$ cat src/rtl/avgpool_seq.sv
// rtl/avgpool_seq.sv - sequencer for the fp16 average-pooling datapath
// Purpose: accepts WIN_SIZE fp16 elements per window, issues each one with the
//   running partial sum to a serial accumulator, then launches the divide and
//   returns one fp16 average per window.
// Ports:
//   clk, rst                  clock, asynchronous active-high reset
//   start / busy / done       window control and status, avg_out valid on done
//   avg_out                   fp16 window average, held until next done
//   in_data/in_valid/in_ready upstream element stream
//   acc_tmp_sum/acc_data      operands presented to the accumulator / divider
//   acc_nd / acc_rdy, acc_sum accumulator issue strobe / result
//   div_en / div_rdy, div_result divider launch strobe / result
//   err                       sticky watchdog error
// Optional feature: define AVGPOOL_TIMEOUT_EN to enable the WAIT_SUM/WAIT_DIV
//   watchdog (TO_CYC cycles); otherwise err is tied low.
module avgpool_seq #(
  parameter int WIN_SIZE = 169,
  parameter int CNT_W    = 12,
  parameter int TO_CYC   = 1024
) (
  input  logic        clk,
  input  logic        rst,
  input  logic        start,
  output logic        busy,
  output logic        done,
  output logic [15:0] avg_out,
  input  logic [15:0] in_data,
  input  logic        in_valid,
  output logic        in_ready,
  output logic [15:0] acc_tmp_sum,
  output logic [15:0] acc_data,
  output logic        acc_nd,
  input  logic        acc_rdy,
  input  logic [15:0] acc_sum,
  output logic        div_en,
  input  logic        div_rdy,
  input  logic [15:0] div_result,
  output logic        err
);

  localparam logic [2:0] S_IDLE     = 3'd0;
  localparam logic [2:0] S_FEED     = 3'd1;
  localparam logic [2:0] S_ISSUE    = 3'd2;
  localparam logic [2:0] S_WAIT_SUM = 3'd3;
  localparam logic [2:0] S_DIV      = 3'd4;
  localparam logic [2:0] S_WAIT_DIV = 3'd5;
  localparam logic [2:0] S_DONE     = 3'd6;

  localparam logic [CNT_W-1:0] WIN_LAST = CNT_W'(WIN_SIZE);

  logic [2:0]       state;
  logic [CNT_W-1:0] cnt;

`ifdef AVGPOOL_TIMEOUT_EN
  localparam int TO_W = $clog2(TO_CYC + 1);
  localparam logic [TO_W-1:0] TO_LAST = TO_W'(TO_CYC - 1);

  logic [TO_W-1:0] to_cnt;
  logic            waiting;
  logic            leaving;
  logic            expired;

  // to_cnt is the number of completed cycles spent in the current wait state;
  // it clears whenever the state is left or a non-wait state is occupied.
  assign waiting = (state == S_WAIT_SUM) || (state == S_WAIT_DIV);
  assign leaving = ((state == S_WAIT_SUM) && acc_rdy) || ((state == S_WAIT_DIV) && div_rdy);
  assign expired = waiting && (to_cnt == TO_LAST);

  always_ff @(posedge clk or posedge rst) begin
    if (rst) begin
      to_cnt <= '0;
      err    <= 1'b0;
    end else begin
      if (waiting && !leaving && !expired) to_cnt <= to_cnt + TO_W'(1);
      else                                 to_cnt <= '0;
      if (expired) err <= 1'b1;
    end
  end
`else
  logic unused_to;
  assign unused_to = (TO_CYC > 0);
  assign err = 1'b0;
`endif

  always_ff @(posedge clk or posedge rst) begin
    if (rst) begin
      state       <= S_IDLE;
      cnt         <= '0;
      busy        <= 1'b0;
      done        <= 1'b0;
      in_ready    <= 1'b0;
      acc_nd      <= 1'b0;
      div_en      <= 1'b0;
      avg_out     <= 16'h0000;
      acc_data    <= 16'h0000;
      acc_tmp_sum <= 16'h0000;
    end else begin
      // strobes are single-cycle unless re-armed below
      done   <= 1'b0;
      acc_nd <= 1'b0;
      div_en <= 1'b0;
      case (state)
        S_IDLE: begin
          if (start) begin
            cnt         <= '0;
            acc_tmp_sum <= 16'h0000;
            busy        <= 1'b1;
            in_ready    <= 1'b1;
            state       <= S_FEED;
          end
        end
        S_FEED: begin
          if (in_valid && in_ready) begin
            acc_data <= in_data;
            if (cnt != WIN_LAST) cnt <= cnt + CNT_W'(1);
            in_ready <= 1'b0;
            acc_nd   <= 1'b1;
            state    <= S_ISSUE;
          end
        end
        S_ISSUE: state <= S_WAIT_SUM;
        S_WAIT_SUM: begin
          if (acc_rdy) begin
            acc_tmp_sum <= acc_sum;
            if (cnt == WIN_LAST) begin
              state <= S_DIV;
            end else begin
              in_ready <= 1'b1;
              state    <= S_FEED;
            end
          end
        end
        S_DIV: begin
          // final sum goes out on acc_data together with the divide strobe
          acc_data <= acc_tmp_sum;
          div_en   <= 1'b1;
          state    <= S_WAIT_DIV;
        end
        S_WAIT_DIV: begin
          if (div_rdy) begin
            avg_out <= div_result;
            done    <= 1'b1;
            busy    <= 1'b0;
            state   <= S_DONE;
          end
        end
        S_DONE:  state <= S_IDLE;
        default: state <= S_IDLE;
      endcase
`ifdef AVGPOOL_TIMEOUT_EN
      // watchdog abort overrides the normal wait-state handling
      if (expired) begin
        state    <= S_IDLE;
        busy     <= 1'b0;
        done     <= 1'b0;
        in_ready <= 1'b0;
      end
`endif
    end
  end

endmodule

$ cat config.mk
export PLATFORM = sky130hd
export DESIGN_NAME = avgpool_seq
export DESIGN_NICKNAME = d
export VERILOG_FILES = /design/src/rtl/avgpool_seq.sv
export SDC_FILE = /design/constraint.sdc
export NUM_CORES = 1
export LEC_CHECK = 0
export ABC_AREA = 0
export CAP_MARGIN = 20
export CORE_AREA = 2 2 87 89
export CTS_BUF_LIST = sky130_fd_sc_hd__clkbuf_8 sky130_fd_sc_hd__clkbuf_16
export DETAILED_ROUTE_END_ITERATION = 12
export DIE_AREA = 0 0 89 91
export PLACE_DENSITY = 0.84
export SYNTH_ARGS = -nofsm -noshare
export SYNTH_HDL_FRONTEND = slang
export SYNTH_SLANG_ARGS = --single-unit
$ cat constraint.sdc
create_clock -name clk -period 2.7 [get_ports clk]
set_clock_uncertainty 0.2 [all_clocks]
set_input_delay 0.27 -clock clk [delete_from_list [all_inputs] [get_ports clk]]
set_output_delay 0.27 -clock clk [all_outputs]
set_load 0.1 [all_outputs]
==> metrics.md <==
| Metric | Value |
|---|---|
| Largest net degree at the start of global routing | `42` |
| Crit path arrival time | `2.22 ns` |
| Syn Inst Count | `296` |
| Layout cell share with drive strength beyond 1 | `0.256` |
| GP Congestion | `0.840` |
| Synth Area in Adders | `0.00801` |
| Num rows | `31` |
| Final critical-path setup slack | `roughly 0.47 ns` |
| DRT Pass-1 Iters | `4` |
| Worst EP required | `between 2 and 3 ns` |
| Number of buffers created by CTS | `9` |
| Total grt overflow | `0` |
| Seq cells post-synth | `approximately 70` |
| Unique cell type count in the Yosys netlist | `45` |
| CTS max path bufs | `2` |
| Yosys warns | `0` |
| DR vias | `between 2000 and 3000` |
| Clock Latency Late Sink | `0.35 ns` |
| CTS H-tree lvls | `3` |
| Vias in the first global route | `2538` |
| Unrepaired setup endpoints after global routing | `false` |
| Final worst path period share | `0.825` |
| DR iter-0 viols | `128` |
| Post-Synth XOR/XNOR Area | `0.00841` |
| Clock root cell | `clkbuf_8` |
| Antenna-violating nets left | `0` |
| Core Region | `a little over 7000 µm²` |
| Worst relative slew slack | `0.411` |
| Status | `completed` |
| Filler cells | `607` |
| Wirelength per Cell | `approximately 15 µm` |
| DRC Markers | `0` |
| Final setup vio count | `0` |
| Register area share after synthesis | `0.544` |
| Dpl hpwl | `~5.5 mm` |
| Horiz. Die Dim | `around 90 µm` |
| Worst IR Drop VDD | `0.000665 V` |
| Worst Max-Slew Pin Slew | `0.883 ns` |
| Post-Place Setup Slack | `0.281 ns` |
| Final hold vios | `0` |
| Delay-heaviest family, CP | `simple AND/OR/NAND/NOR gates` |
| Fmax | `0.449 GHz` |
| First-pass GRT wire length | `12.5 mm` |
| Hold Path Class | `input pin to async pin` |
| Avg Cell Area, Syn | `10.6 µm²` |
| Post-synthesis cell area | `3130 µm²` |
| Asr flop ratio synth | `1.00` |
| Nets | `461` |
| GR Util All Layers | `0.199` |
| Core Util, Final | `0.620` |
| CTS tree | `yes` |
| EDFF count, synth | `0` |
| ANT cells | `0` |
| Lkg Pwr | `approximately 2.1 nW` |
| Max-slew violations | `0` |
| P per Cell Area | `1150 nW/µm²` |
| Worst path slowest cell | `or3_2` |
| Max-cap viol count | `0` |
| Setup CP Type | `register to register` |
| PortBufs | `~110` |
| Ys flop type | `dfrtp_1` |
| Initial antenna violation count | `0` |
| Die area | `8100 µm²` |
| Post-CTS Hold Buffers | `0` |
| Resized cells post-CTS | `0` |
| Setup TNS | `0 ns` |
| Vias per cell | `about 5.0` |
| Most frequent cells in the layout | `68 x dfrtp_1, 59 x buf_4, 53 x clkdlybuf4s50_1` |
| Synth Area in Compound Gates | `0.0973` |
| R2R cell count | `4` |
| CP startpoint kind | `register` |
| Post-synthesis mux area share | `0.129` |
| Ports | `108` |
| Min cycle time layout | `2.23 ns` |
| Die height | `91 µm` |
| Post-CTS setup buffers | `0` |
| Crit-path cells | `or3_2 > and4_1 > nand3_1 > o21ai_0` |
| Number of buffers and inverters on the critical path | `0` |
| Most common cell after layout, fill and taps aside | `dfrtp_1` |
| Clock Pin Slew Worst Setup and Hold Paths | `0.08 ns` |
| Main combinational cell family by area after synthesis | `simple AND/OR/NAND/NOR gates` |
| Setup crit end kind | `register` |
| Synth Net Count | `352` |
| Simple-gate share of the synthesized area | `0.153` |
| Max incr delay on CP | `0.56 ns` |
| Maximum fanout along the worst path | `32` |
| Clock sink count | `68` |
| Crit path depth | `4` |
| Final wirelength | `7.55 mm` |
| Starting Density | `0.438` |
| Synth-to-layout area growth | `41.6%` |
## worst register-to-register path: cells and delay by family, from the launching register on
kind,cells,cell delay [ns]
AO/OA/AOI/OAI,1,0.10
AND/OR/NAND/NOR,3,1.25
flip-flops,1,0.51
## per-stage QoR
stage / cell area [µm²] / hold WS [ns] / total power, mW / instances
2_1_floorplan: 3130 / 0.209 / 3.43 / 296
3_3_place_gp: 4160 / 0.266 / 3.91 / 493
3_5_place_dp: 4160 / 0.283 / 3.97 / 493
4_1_cts: 4430 / 0.110 / 5.10 / 509
5_1_grt: 4430 / 0.139 / 5.32 / 509
6_report: 4430 / 0.111 / 5.07 / 509
## Yosys cell counts (2+ instances only)
cell       n  area [µm²]
clkbuf_1   7        26.3
nor3_1     2        10.0
and2_1     3        18.8
and3_1     2        12.5
nor4bb_1   2        20.0
buf_6      2        22.5
o21ai_0   19        95.1
mux2_2    18         203
nand2_1   16        60.1
nor2_1    24        90.1
and4_1     2        17.5
inv_1     26        97.6
nor4_1     3        18.8
xnor2_1    3        26.3
a21oi_1   22         110
buf_4      4        30.0
nand3_1   20         100
mux2i_1   20         200
ha_1       2        25.0
or2_2      3        18.8
dfrtp_1   68        1700
nand4_1    5        31.3
## per-layer routing
metal	wire, µm	up-vias	global-route usage
met2	3730	92	0.316
met1	3170	1212	0.259
met3	449	15	0.0473
li1	-	1236	-
met5	0	-	0
met4	197	0	0.0871
## where the power goes
group / internal [mW] / switching (mW) / total [mW]
registers: 1.24 / 0.184 / 1.42
clock network: 0.713 / 0.417 / 1.13
logic: 0.638 / 1.88 / 2.52
total: 2.59 / 2.48 / 5.07
## cells by family after synthesis
group | count (synthesis)
adder cells (fa/ha/maj) | 2
other | 1
flip-flops | 68
XOR/XNOR | 3
AND/OR/NAND/NOR | 91
multiplexers | 38
buffers and inverters | 41
AO/OA/AOI/OAI | 52
## worst paths after layout
path | startpoint | end | slack (ns)
hold reg to reg | busy | busy | 0.30
setup / recovery | state[1] | acc_tmp_sum[7] | 0.47
hold / removal | rst | avg_out[7] | 0.11
max in group asynchronous | rst | acc_data[5] | 1.76
min in group clk | acc_sum[14] | acc_tmp_sum[14] | 0.28
setup reg to reg | state[1] | acc_tmp_sum[7] | 0.47
## layout make-up
cell class | count | area (µm²) | share of cell area
inverter | 26 | 97.6 | 0.0221
clock inverter | 7 | 146 | 0.0331
timing repair buffer | 113 | 993 | 0.224
tap | 99 | 124 | 0.0280
clock buffer | 9 | 124 | 0.0280
sequential | 68 | 1700 | 0.385
multi-input combinational | 187 | 1240 | 0.280
## flip-flops by register name (all words and copies together) (netlist names)
name / cells
done: 1
acc_nd: 1
acc_tmp_sum: 16
busy: 1
in_ready: 1
state: 3
div_en: 1
avg_out: 16
cnt: 12
acc_data: 16
Note: power is estimated with default switching activity, not from simulation.
